File: src/rtl/turn_sequencer_if.sv
// Turn sequencer bus: game strobes and moves in, boards and status out.
// master drives moves/strobes; slave (turn_sequencer) drives the board state.
interface turn_sequencer_if;
  logic       new_game;
  logic       human_valid;
  logic [8:0] human_move;
  logic [8:0] ai_move;
  logic       ai_turn;
  logic [8:0] x_board;
  logic [8:0] o_board;
  logic [8:0] occupied;
  logic       game_over;
  logic [1:0] winner;
  logic       illegal;
  logic       ai_fault;

  modport master (
    output new_game, human_valid, human_move, ai_move,
    input  ai_turn, x_board, o_board, occupied,
    input  game_over, winner, illegal, ai_fault
  );

  modport slave (
    input  new_game, human_valid, human_move, ai_move,
    output ai_turn, x_board, o_board, occupied,
    output game_over, winner, illegal, ai_fault
  );
endinterface

File: src/rtl/turn_sequencer.sv
// 3x3 game controller: owns X/O boards, alternates turns, judges win/draw.
// Ports: clk, reset (async active-low), bus (turn_sequencer_if.slave).
module turn_sequencer #(
  parameter bit          HUMAN_FIRST = 1'b1,
  parameter int unsigned AI_TIMEOUT  = 15
) (
  input  logic             clk,
  input  logic             reset,
  turn_sequencer_if.slave  bus
);

  typedef enum logic [1:0] {
    HUMAN_WAIT, AI_WAIT, CHECK, DONE
  } state_t;

  localparam state_t START =
    HUMAN_FIRST ? HUMAN_WAIT : AI_WAIT;
  localparam logic [7:0] TMO = 8'(AI_TIMEOUT);

  state_t     state, nxt;
  logic [8:0] x_q, o_q, x_d, o_d;
  logic       mover_q, mover_d;
  logic       settle_q, settle_d;
  logic [7:0] cnt_q, cnt_d;
  logic       turn_q, turn_d;
  logic       over_q, over_d;
  logic       ill_q, ill_d;
  logic       flt_q, flt_d;
  logic [1:0] win_q, win_d;

  logic [8:0] occ, mb;
  logic       h_ok, a_live, a_ok, a_bad;
  logic       won, full;

  function automatic logic legal(
    input logic [8:0] m,
    input logic [8:0] o
  );
    return (m != '0) &&
           ((m & (m - 9'd1)) == '0) &&
           ((m & o) == '0);
  endfunction

  function automatic logic line(
    input logic [8:0] b
  );
    return (&b[8:6]) | (&b[5:3]) | (&b[2:0]) |
           (b[8] & b[5] & b[2]) |
           (b[7] & b[4] & b[1]) |
           (b[6] & b[3] & b[0]) |
           (b[8] & b[4] & b[0]) |
           (b[6] & b[4] & b[2]);
  endfunction

  assign occ  = x_q | o_q;
  assign mb   = mover_q ? o_q : x_q;
  assign won  = line(mb);
  assign full = &occ;
  assign h_ok = bus.human_valid &&
                legal(bus.human_move, occ);
  // first AI_WAIT cycle is a settle cycle
  assign a_live = (state == AI_WAIT) && !settle_q;
  assign a_ok   = a_live && legal(bus.ai_move, occ);
  assign a_bad  = a_live && !a_ok &&
                  (bus.ai_move != '0 || cnt_q == TMO);

  always_ff @(posedge clk or negedge reset) begin
    if (!reset) state <= START;
    else        state <= nxt;
  end

  always_comb begin
    nxt = state;
    if (bus.new_game) nxt = START;
    else begin
      unique case (state)
        HUMAN_WAIT: if (h_ok) nxt = CHECK;
        AI_WAIT: begin
          if (a_ok)       nxt = CHECK;
          else if (a_bad) nxt = DONE;
        end
        CHECK: begin
          if (won || full) nxt = DONE;
          else if (mover_q) nxt = HUMAN_WAIT;
          else              nxt = AI_WAIT;
        end
        default: nxt = DONE;
      endcase
    end
  end

  always_comb begin
    x_d     = x_q;
    o_d     = o_q;
    mover_d = mover_q;
    win_d   = win_q;
    flt_d   = flt_q;
    ill_d   = 1'b0;
    cnt_d   = cnt_q;
    if (bus.new_game) begin
      x_d   = '0;
      o_d   = '0;
      win_d = 2'b00;
      cnt_d = '0;
    end else begin
      unique case (state)
        HUMAN_WAIT: begin
          if (h_ok) begin
            x_d     = x_q | bus.human_move;
            mover_d = 1'b0;
          end else if (bus.human_valid) begin
            ill_d = 1'b1;
          end
        end
        AI_WAIT: begin
          if (a_ok) begin
            o_d     = o_q | bus.ai_move;
            mover_d = 1'b1;
          end else if (a_bad) begin
            flt_d = 1'b1;
            win_d = 2'b01;
          end else if (a_live) begin
            cnt_d = cnt_q + 8'd1;
          end
        end
        CHECK: begin
          if (won)
            win_d = mover_q ? 2'b10 : 2'b01;
          else if (full)
            win_d = 2'b11;
        end
        default: ;
      endcase
    end
    settle_d = (nxt == AI_WAIT) &&
               (state != AI_WAIT || bus.new_game);
    if (settle_d) cnt_d = '0;
    turn_d = (nxt == AI_WAIT);
    over_d = (nxt == DONE);
  end

  always_ff @(posedge clk or negedge reset) begin
    if (!reset) begin
      x_q      <= '0;
      o_q      <= '0;
      mover_q  <= 1'b0;
      settle_q <= !HUMAN_FIRST;
      cnt_q    <= '0;
      turn_q   <= 1'b0;
      over_q   <= 1'b0;
      ill_q    <= 1'b0;
      flt_q    <= 1'b0;
      win_q    <= 2'b00;
    end else begin
      x_q      <= x_d;
      o_q      <= o_d;
      mover_q  <= mover_d;
      settle_q <= settle_d;
      cnt_q    <= cnt_d;
      turn_q   <= turn_d;
      over_q   <= over_d;
      ill_q    <= ill_d;
      flt_q    <= flt_d;
      win_q    <= win_d;
    end
  end

  assign bus.x_board   = x_q;
  assign bus.o_board   = o_q;
  assign bus.occupied  = occ;
  assign bus.ai_turn   = turn_q;
  assign bus.game_over = over_q;
  assign bus.winner    = win_q;
  assign bus.illegal   = ill_q;
  assign bus.ai_fault  = flt_q;

endmodule
File: src/flat_wrapper.sv
// flat-port wrapper written by rule: the top's interface ports become plain ports
module turn_sequencer_flat 
#(
  parameter bit          HUMAN_FIRST = 1'b1,
  parameter int unsigned AI_TIMEOUT  = 15
)
  (clk, reset, bus_new_game, bus_human_valid, bus_human_move, bus_ai_move, bus_ai_turn, bus_x_board, bus_o_board, bus_occupied, bus_game_over, bus_winner, bus_illegal, bus_ai_fault);
  turn_sequencer_if bus_i ();
  input  logic clk;
  input  logic reset;
  input wire logic [$bits(bus_i.new_game)-1:0] bus_new_game;
  input wire logic [$bits(bus_i.human_valid)-1:0] bus_human_valid;
  input wire logic [$bits(bus_i.human_move)-1:0] bus_human_move;
  input wire logic [$bits(bus_i.ai_move)-1:0] bus_ai_move;
  output wire logic [$bits(bus_i.ai_turn)-1:0] bus_ai_turn;
  output wire logic [$bits(bus_i.x_board)-1:0] bus_x_board;
  output wire logic [$bits(bus_i.o_board)-1:0] bus_o_board;
  output wire logic [$bits(bus_i.occupied)-1:0] bus_occupied;
  output wire logic [$bits(bus_i.game_over)-1:0] bus_game_over;
  output wire logic [$bits(bus_i.winner)-1:0] bus_winner;
  output wire logic [$bits(bus_i.illegal)-1:0] bus_illegal;
  output wire logic [$bits(bus_i.ai_fault)-1:0] bus_ai_fault;
  assign bus_i.new_game = bus_new_game;
  assign bus_i.human_valid = bus_human_valid;
  assign bus_i.human_move = bus_human_move;
  assign bus_i.ai_move = bus_ai_move;
  assign bus_ai_turn = bus_i.ai_turn;
  assign bus_x_board = bus_i.x_board;
  assign bus_o_board = bus_i.o_board;
  assign bus_occupied = bus_i.occupied;
  assign bus_game_over = bus_i.game_over;
  assign bus_winner = bus_i.winner;
  assign bus_illegal = bus_i.illegal;
  assign bus_ai_fault = bus_i.ai_fault;
  turn_sequencer #(.HUMAN_FIRST(HUMAN_FIRST), .AI_TIMEOUT(AI_TIMEOUT)) u_core (.clk(clk), .reset(reset), .bus(bus_i));
endmodule
File: config.mk
export PLATFORM = sky130hd
export DESIGN_NAME = turn_sequencer_flat
export DESIGN_NICKNAME = d
export VERILOG_FILES = /design/src/rtl/turn_sequencer_if.sv /design/src/rtl/turn_sequencer.sv /design/src/flat_wrapper.sv
export SDC_FILE = /design/constraint.sdc
export NUM_CORES = 1
export LEC_CHECK = 0
export CORE_AREA = 2 2 69 71
export CTS_CLUSTER_DIAMETER = 50
export DETAILED_ROUTE_END_ITERATION = 16
export DIE_AREA = 0 0 71 73
export HOLD_SLACK_MARGIN = 0.03
export PLACE_DENSITY_LB_ADDON = 0.1
export SLEW_MARGIN = 10
export SYNTH_ARGS = -nofsm -noshare
export SYNTH_HDL_FRONTEND = slang
export SYNTH_SLANG_ARGS = --single-unit
File: constraint.sdc
create_clock -name clk -period 2.66 [get_ports clk]
set_input_delay 0.532 -clock clk [delete_from_list [all_inputs] [get_ports clk]]
set_output_delay 0.532 -clock clk [all_outputs]
set_load 0.005 [all_outputs]
After elaboration in Yosys (flattened, before gate mapping)
Cells that the tools add are included.
- register bits: 36
- input port bits: 22
- output and inout port bits: 33
- logic and storage cells: 127
- add/subtract/negate cells: 3
- equality and inequality tests: 13
- muxes and demuxes: 34
- bitwise logic cells: 26
- reductions and logical operators: 40
- operators by type and width (kind ; number):
    9-bit two-way mux ; 7
    8-bit two-way mux ; 6
    9-bit AND ; 4
    9-bit logical NOT ; 4
    9-bit bitwise OR ; 3
    2-bit two-way mux ; 11
    9-bit nonzero test ; 2
    9-bit by 1-bit subtractor with 9-bit output, second input constant ; 2
    4-bit AND reduction ; 4
    1-bit AND ; 10
    1-bit logical AND ; 10
    2-bit nonzero test ; 5
    3-bit by 2-bit inequality test with 1-bit output, second input constant ; 3
    3-bit AND reduction ; 3
    9-bit AND reduction ; 1
    3-bit nonzero test ; 3
    8-bit by 1-bit adder with 8-bit output, second input constant ; 1
    8-bit by 4-bit == test with 1-bit output, second input constant ; 1
    1-bit two-way mux ; 7
    1-bit bitwise OR ; 7
    2-bit by 1-bit inequality test with 1-bit output, second input constant ; 3
    2-bit case mux with 3 select lines ; 1
    2-bit by 1-bit == test with 1-bit output, second input constant ; 2
    2-bit == test, second input constant ; 2
    9 further kinds ; 14

Depth between registers and ports, before layout
Gate-level depths: netlist (run 1).
- depth after elaboration: 17
- gate-level depth with buffers: 8
- mapped depth without buffers: 6

Worst setup path before layout (run 1)
Ideal clock, no wire load.
- kind: input to register
- from: input bus_ai_move[0]
- to: register u_core.over_q (netlist: u_core.bus.game_over)
- setup time: 118 ps
- arrival time: 2416 ps
- data required time: 2542 ps
- path slack: 126 ps
- stages: 8
- path buffers: 2
- cells stage by stage: or4_1 > buf_2 > or4_1 > a221oi_1 > o2111a_1 > buf_6 > a2111oi_4 > and2b_1
- cells in the longest elaborated chain, start to end: 14
- elaborated cells between the ends (all ways): 18
- classes of those cells: 1 x add/sub; 1 x eq/ne; 4 x mux; 2 x bitwise; 10 x reduce/logical
- RTL lines (item ; line ; RTL):
    start, declared ; flat_wrapper.sv:14 ; input wire logic [$bits(bus_i.ai_move)-1:0] bus_ai_move;
    9-bit by 1-bit subtractor with 9-bit output ; turn_sequencer.sv:40 ; ((m & (m - 9'd1)) == '0) &&
    9-bit AND ; turn_sequencer.sv:40 ;
    9-bit logical NOT ; turn_sequencer.sv:40 ;
    1-bit logical AND ; turn_sequencer.sv:39 ; return (m != '0) &&
    1-bit logical AND ; turn_sequencer.sv:40 ;
    1-bit logical AND ; turn_sequencer.sv:63 ; assign a_ok = a_live && legal(bus.ai_move, occ);
    1-bit logical NOT ; turn_sequencer.sv:64 ; assign a_bad = a_live && !a_ok &&
    1-bit logical AND (2 in series) ; turn_sequencer.sv:64 ;
    2-bit two-way mux ; turn_sequencer.sv:80 ; else if (a_bad) nxt = DONE;
    2-bit two-way mux * ; turn_sequencer.sv:79 ; if (a_ok) nxt = CHECK;
    2-bit case mux with 3 select lines * ; turn_sequencer.sv:76 ; unique case (state)
    2-bit two-way mux * ; turn_sequencer.sv:74 ; if (bus.new_game) nxt = START;
    via u_core.nxt[0] ; turn_sequencer.sv:20 ; state_t state, nxt;
    2-bit == test * ; turn_sequencer.sv:139 ; over_d = (nxt == DONE);
    via u_core.over_d ; turn_sequencer.sv:26 ; logic over_q, over_d;
    end signal, assigned ; turn_sequencer.sv:161 ; over_q <= over_d;
    end, declared ; turn_sequencer.sv:26 ;
The timed path passes the listed nets; every way through them passes the cells marked *.
A chain may end at the register's enable or synchronous reset.

Worst setup path after layout (run 1)
- from: input bus_ai_move[4]
- to: register u_core.win_q[1] (netlist: u_core.bus.winner[1])
- cells in the longest elaborated chain, start to end: 11
- elaborated cells between the ends (all ways): 16
- classes of those cells: 1 x add/sub; 2 x eq/ne; 2 x bitwise; 11 x reduce/logical
- RTL lines (item ; line ; RTL):
    9-bit by 1-bit subtractor with 9-bit output ; turn_sequencer.sv:40 ;
    9-bit AND ; turn_sequencer.sv:40 ;
    9-bit logical NOT ; turn_sequencer.sv:40 ;
    1-bit logical AND ; turn_sequencer.sv:39 ;
    1-bit logical AND ; turn_sequencer.sv:40 ;
    1-bit logical AND ; turn_sequencer.sv:63 ;
    1-bit logical NOT ; turn_sequencer.sv:64 ;
    1-bit logical AND (2 in series) ; turn_sequencer.sv:64 ;
    3-bit by 2-bit inequality test with 1-bit output (no line) ; n/a ;
    4-bit AND reduction (no line) * ; n/a ;
    end signal, assigned ; turn_sequencer.sv:164 ; win_q <= win_d;
    end, declared ; turn_sequencer.sv:29 ; logic [1:0] win_q, win_d;
Mark *: on every way between the ends. The rest lies on a longest branch, timed or not.

==> out/metrics.cfg, run 1 <==
[run_status]
outcome = complete, no violations

[logic_synthesis]
synth_edf_count = 0
ys_seq_elements = 36
synth_top_family_by_area = simple AND/OR/NAND/NOR gates
yosys-top-cells-area = dfrtp_1, nor2_1, nand2_1
synth_top_cell_by_area = dfrtp_1
postSynthNetCount = 264
async_flop_share = 1.000
synthCells = 241
ys_warn_count = 0
synthesis.area_mm2 = 0.002105
synth_cell_types = 50
synth_compound_area_frac = 0.2241
yosys.area_share.xor_xnor = 0.03329
syn_area_per_cell_um2 = 8.732
synth.mux.area_fraction = 0.004756
yosysSeqAreaShare = 0.4281
synthAdderAreaFrac = 0.005945
yosys.area_share.simple = 0.2556
synth_ff_type = dfrtp_1
synth_top_area_frac = 0.4281

[worst_hold_path]
min_path_type = reg2reg

[floorplan]
die_w_um = 71
fp-row-count = 25
die_area_mm2 = 0.005183
coreArea_mm2 = 0.004536
die_h_um = 73
initial_core_util = 0.4640
ios = 55

[worst_setup_path]
crit_chain = dlymetal6s2s_1 -> or4_4 -> or4_4 -> a221oi_4 -> o211ai_1 -> buf_4 -> a21oi_1 -> o2bb2ai_1
end_kind = register
startpoint = bus_ai_move[4]
critical_path.endpoint = u_core.bus.winner[1]$_DFFE_PN0P_
critPathMostFrequentCell = or4_4
cp_max_fo = 4
cpPeakStageDelay_ps = 570
crit_path_start_kind = input port
crit_type = in2reg
cp_slowest_cell = or4_4
critPathRequiredTime_ps = 2840
rr_worst_depth = 7
r2r_end = u_core.bus.game_over$_DFF_PN0_
cp.arrival_ps = 2680
r2r_start = u_core.bus.o_board[0]$_DFFE_PN0P_
r2r_slack_ps = 360

[placed_design]
gp_congestion = 0.8847
dpl_cell_area_mm2 = 0.002935
io_buffer_count = 54
dp.cells = 374
dp_hpwl_um = 4678

[final_layout]
syn_to_final_growth_pct = 45.54
diodes = 0
layout-drive-gt1-share = 0.1768
post-route-cell-area_mm2 = 0.003063
nets = 350
final_cells = 382

[power_and_ir_drop]
p_per_area_mw_per_mm2 = 354.8
power_leakage_uw = 0.001290
irDropWorstVdd_uv = 294.2

[global_route]
grt_usage = 0.2556
antenna_found_initial = 0
grt_pass1_vias = 2131
grt_max_degree = 37
grt_overflow = 0
grt_pass1_wl_um = 10480

[timing]
tightestPinTransition_ps = 470.1
rsz0062_at_grt = no
min_period_ps = 2500
tns_ps = 0
drv_slew = 0
slew_headroom = 0.6866
final.period_utilization = 0.9398
fmax_mhz = 400.0
timing.hold.ws_ps = 497.8
finalHoldViolCount = 0
setup_viol = 0
finClkSkew_ps = 5.405

[clocking]
htreeDepth = 2
cts_buffer_depth = 2
cts_tree = done
clock_latency_ps = 290
path_clk_slew_ps = 80
cts.sinks = 36
hold_buffers = 0
cts_buffers = 5
cts-root-buf = clkbuf_8
post_cts_buffers = 0

[routing]
first_pass_iters = 4
drc_errors = 0
detail-route-antenna-nets = 0
routed_via_density = 5.809
post_drt_wl_per_cell_um = 16.65
drtIter0Drc = 199
wirelength_um = 6361
num_vias = 2219

[run]
drv_cap = 0

-- per-stage QoR --
step	worst slack [ps]	power, µW	utilization
final	160.1	1087	0.6753
after global placement	-382.8	699.9	0.6472
after global routing	91.75	1133	0.6753
after floorplan	126.0	601.7	-
after CTS	2.510	1096	0.6687
after detailed placement	-393.6	701.1	0.6472
-- state kept, by name, indices dropped and copies added, names as in the netlist --
register / count
u_core.bus.o_board: 9
u_core.bus.x_board: 9
u_core.cnt_q: 8
u_core.bus.winner: 2
u_core.state: 2
u_core.bus.ai_fault: 1
u_core.bus.ai_turn: 1
u_core.bus.game_over: 1
u_core.bus.illegal: 1
u_core.mover_q: 1
u_core.settle_q: 1
-- cells by family (layout without fill, tap and decap cells) --
kind of cell	Yosys count	count (layout)
flops	36	36
fa+ha+maj	1	1
mux	1	1
compound gates	70	70
simple gates	101	101
xor+xnor	8	8
buf+inv	24	111
-- worst max-delay path: cells and delay by family --
kind                   cells  cell delay (ps)
AOI/OAI and AO/OA          4              730
buffers and inverters      2              340
and+or+nand+nor            2             1080
-- where the power goes --
part / total [µW] / internal [µW] / leakage, µW / switching, µW
clock: 392 / 183 / 0.0000479 / 210
combinational: 141 / 75.3 / 0.000743 / 66.2
sequential: 553 / 550 / 0.000499 / 2.90
-- cell usage in the layout (no fill, tap or decap), types with 3 or more instances in the layout --
| cell type | n |
|---|---|
| a21oi_1 | 15 |
| a22oi_1 | 7 |
| a31oi_1 | 7 |
| and3_1 | 3 |
| buf_4 | 33 |
| clkbuf_8 | 5 |
| clkdlybuf4s50_1 | 50 |
| dfrtp_1 | 36 |
| dlymetal6s2s_1 | 4 |
| inv_1 | 15 |
| nand2_1 | 21 |
| nand3_1 | 8 |
| nand4_1 | 5 |
| nor2_1 | 22 |
| nor3_1 | 8 |
| o21ai_0 | 14 |
| o22ai_1 | 5 |
| o32ai_1 | 3 |
| or2_2 | 7 |
| or3_1 | 6 |
| or3b_2 | 3 |
| xnor2_1 | 7 |
-- Yosys cell counts (2+ instances only) --
| master | count |
|---|---|
| and2_1 | 2 |
| nand3_1 | 8 |
| clkbuf_1 | 5 |
| o31a_1 | 2 |
| nand2_1 | 21 |
| nor2_1 | 22 |
| a211oi_1 | 2 |
| and3_1 | 3 |
| o22ai_1 | 5 |
| or2_2 | 7 |
| or3b_2 | 3 |
| xnor2_1 | 7 |
| nand4_1 | 5 |
| o211ai_1 | 2 |
| dfrtp_1 | 36 |
| a22oi_1 | 8 |
| nor3_1 | 8 |
| a31oi_1 | 7 |
| buf_2 | 3 |
| or4_1 | 3 |
| o21ai_0 | 14 |
| nor4bb_1 | 2 |
| nor3b_1 | 2 |
| nor4_1 | 2 |
| inv_1 | 15 |
| or3_1 | 6 |
| nor2b_1 | 2 |
| o32ai_1 | 3 |
| a21oi_1 | 15 |
-- worst min path at each step --
stage	startpoint	end	slack (ps)	cells past startpoint
floorplan	reset	u_core.bus.ai_fault$_DFFE_PN0P_	240	0
global placement	u_core.bus.ai_fault$_DFFE_PN0P_	u_core.bus.ai_fault$_DFFE_PN0P_	460	1
detailed placement	u_core.bus.ai_fault$_DFFE_PN0P_	u_core.bus.ai_fault$_DFFE_PN0P_	480	1
CTS	u_core.bus.ai_fault$_DFFE_PN0P_	u_core.bus.ai_fault$_DFFE_PN0P_	500	1
global route	u_core.bus.ai_fault$_DFFE_PN0P_	u_core.bus.ai_fault$_DFFE_PN0P_	520	1
finish	u_core.bus.ai_fault$_DFFE_PN0P_	u_core.bus.ai_fault$_DFFE_PN0P_	500	1
-- repair_timing --
item                                    CTS  global route
endpoints found under the setup margin   14            14
endpoints found under the hold margin     0             0
resized for setup                         2             7
pin swaps                                 1             4
-- per-layer routing --
layer	wire length, µm	up-vias	track usage
li1	-	1056	-
met1	2952	1067	0.3694
met2	2847	85	0.3811
met3	467	11	0.05387
met4	94	0	0.08805
met5	0	-	0
-- cell type report --
cell class	count	area [µm²]
fillers	371	1473
multi-input cells	181	1132
flip-flops and latches	36	900.9
repair buffers	88	818.3
clock buffers	5	68.82
well taps	54	67.56
inverters	15	56.30
clock inverters	3	18.77
(Power assumes the default switching activity.)
==> inputs of run 2 (changes only) <==
--- a/config.mk
+++ b/config.mk
@@ -5,11 +5,15 @@
 export SDC_FILE = /design/constraint.sdc
 export NUM_CORES = 1
 export LEC_CHECK = 0
-export CORE_AREA = 2 2 69 71
+export CELL_PAD_IN_SITES_DETAIL_PLACEMENT = 1
+export CELL_PAD_IN_SITES_GLOBAL_PLACEMENT = 1
+export CORE_AREA = 2 2 71 73
 export CTS_CLUSTER_DIAMETER = 50
 export DETAILED_ROUTE_END_ITERATION = 16
-export DIE_AREA = 0 0 71 73
+export DIE_AREA = 0 0 73 75
+export DONT_BUFFER_PORTS = 1
 export HOLD_SLACK_MARGIN = 0.03
+export MAX_ROUTING_LAYER = met4
 export PLACE_DENSITY_LB_ADDON = 0.1
 export SLEW_MARGIN = 10
 export SYNTH_ARGS = -nofsm -noshare
==> run 2 against run 1 <==
Final cell count decreased by 20%; final area decreased by 24%; non-clock buffer count decreased by 75; critical endpoint is now u_core.bus.o_board[6]$_DFFE_PN0P_; sequential share of layout area increased by 9.2 points; maximum frequency increased by 0.71%.
==> out/metrics.cfg, run 2 (same netlist as run 1, synthesis figures left out) <==
[worst_setup_path]
end_kind = register
cp_slowest_cell = a211oi_1
crit_chain = or2_2 -> or3_1 -> a211oi_1 -> o2111a_1 -> buf_4 -> nand2_1 -> a21oi_1
cp.buffers_inverters = 1
critPathRequiredTime_ps = 2870
cp.arrival_ps = 2700
cpPeakStageDelay_ps = 510
startpoint = u_core.bus.x_board[4]$_DFFE_PN0P_
r2r_start = u_core.bus.x_board[4]$_DFFE_PN0P_
crit_path_start_kind = register
crit_type = reg2reg
crit_family = compound AO/OA/AOI/OAI gates
cp_max_fo = 8

[power_and_ir_drop]
irDropWorstVdd_uv = 209.8
p_per_area_mw_per_mm2 = 442.2
power_leakage_uw = 0.0009450

[floorplan]
fp-row-count = 25
coreArea_mm2 = 0.004661
die_h_um = 75
die_w_um = 73
die_area_mm2 = 0.005475
initial_core_util = 0.4515
ios = 55

[timing]
min_period_ps = 2482
fmax_mhz = 402.8
setup_viol = 0
drv_slew = 0
slew_headroom = 0.5760
finClkSkew_ps = 7.053
finalHoldViolCount = 0
setup_slack_ps = 177.6
rsz0062_at_grt = no
tns_ps = 0
tightestPinTransition_ps = 631.7
final.period_utilization = 0.9332

[clocking]
cts_buffer_depth = 2
post_cts_buffers = 0
path_clk_slew_ps = 80
cts_buffers = 5
cts.sinks = 36
htreeDepth = 2
cts_resized = 0
cts-root-buf = clkbuf_8
cts_tree = done
hold_buffers = 1
clock_latency_ps = 300

[final_layout]
nets = 275
fill_cells = 556
regArea_um2 = 900.9
final_cells = 307
diodes = 0
mostFrequentLayoutCell = dfrtp_1
final_cell_mix = dfrtp_1, nor2_1, nand2_1
syn_to_final_growth_pct = 10.76
post-route-cell-area_mm2 = 0.002331
multiInputGateArea_mm2 = 0.001102
layout-drive-gt1-share = 0.1265

[run]
drv_cap = 0

[run_status]
outcome = complete, no violations

[routing]
drc_errors = 0
wirelength_um = 6782
first_pass_iters = 4
num_vias = 1977
routed_via_density = 6.440
detail-route-antenna-nets = 0
post_drt_wl_per_cell_um = 22.09
drtIter0Drc = 138

[placed_design]
pre_cts_slack_ps = -90.41
dp.cells = 298
dpl_cell_area_mm2 = 0.002217
dp_hpwl_um = 5026
io_buffer_count = 0
gp_congestion = 0.8986

[global_route]
grt_max_degree = 37
grt_pass1_wl_um = 10920
grt_usage = 0.2767
grt_overflow = 0
grt_pass1_vias = 2052
antenna_found_initial = 0

[worst_hold_path]
min_path_type = in2async

run 2: stage by stage:
| stage | utilization | power (µW) | hold slack, ps |
|---|---|---|---|
| after global placement | 0.4757 | 604.8 | 237.5 |
| after global routing | 0.5001 | 1075 | 64.29 |
| after detailed placement | 0.4757 | 606.9 | 237.3 |
| after CTS | 0.5001 | 1044 | 65.10 |
| after floorplan | - | 601.7 | 236.4 |
| final | 0.5001 | 1031 | 69.75 |
run 2: area by class of cell:
type	instances	share of cell area
Tap cell	54	0.02899
Clock inverter	1	0.003221
Clock buffer	7	0.03704
Timing Repair Buffer	13	0.04724
Sequential cell	36	0.3865
Inverter	15	0.02415
Multi-Input combinational cell	181	0.4729
run 2: final timing paths:
| path | slack, ps | to | cells past startpoint |
|---|---|---|---|
| worst max-delay path | 180 | u_core.bus.o_board[6]$_DFFE_PN0P_ | 7 |
| min in group clk | 290 | u_core.bus.o_board[3]$_DFFE_PN0P_ | 1 |
| worst min-delay path | 70 | u_core.bus.o_board[7]$_DFFE_PN0P_ | 1 |
| worst min register to register | 550 | u_core.bus.winner[0]$_DFFE_PN0P_ | 2 |
| max in group asynchronous | 2400 | u_core.bus.winner[1]$_DFFE_PN0P_ | 1 |
| worst max register to register | 180 | u_core.bus.o_board[6]$_DFFE_PN0P_ | 7 |
run 2: where the power goes:
group	switching, µW	total (µW)	internal, µW
registers	4.76	555	550
clock network	209	420	211
logic	32.4	56.1	23.6
total	246	1030	785
run 2: layer usage:
layer | GRT usage | wire length (µm) | vias up
met5 | - | 0 | -
met4 | 0.09053 | 116 | 0
met3 | 0.07363 | 537 | 9
met2 | 0.4454 | 3203 | 73
met1 | 0.3387 | 2924 | 986
li1 | - | - | 909
run 2: worst reg2reg max path, cell delays in order (launching register included):
cell      delay [ps]
dfrtp_1          500
or2_2            360
or3_1            310
a211oi_1         510
o2111a_1         300
buf_4            170
nand2_1           80
a21oi_1          180
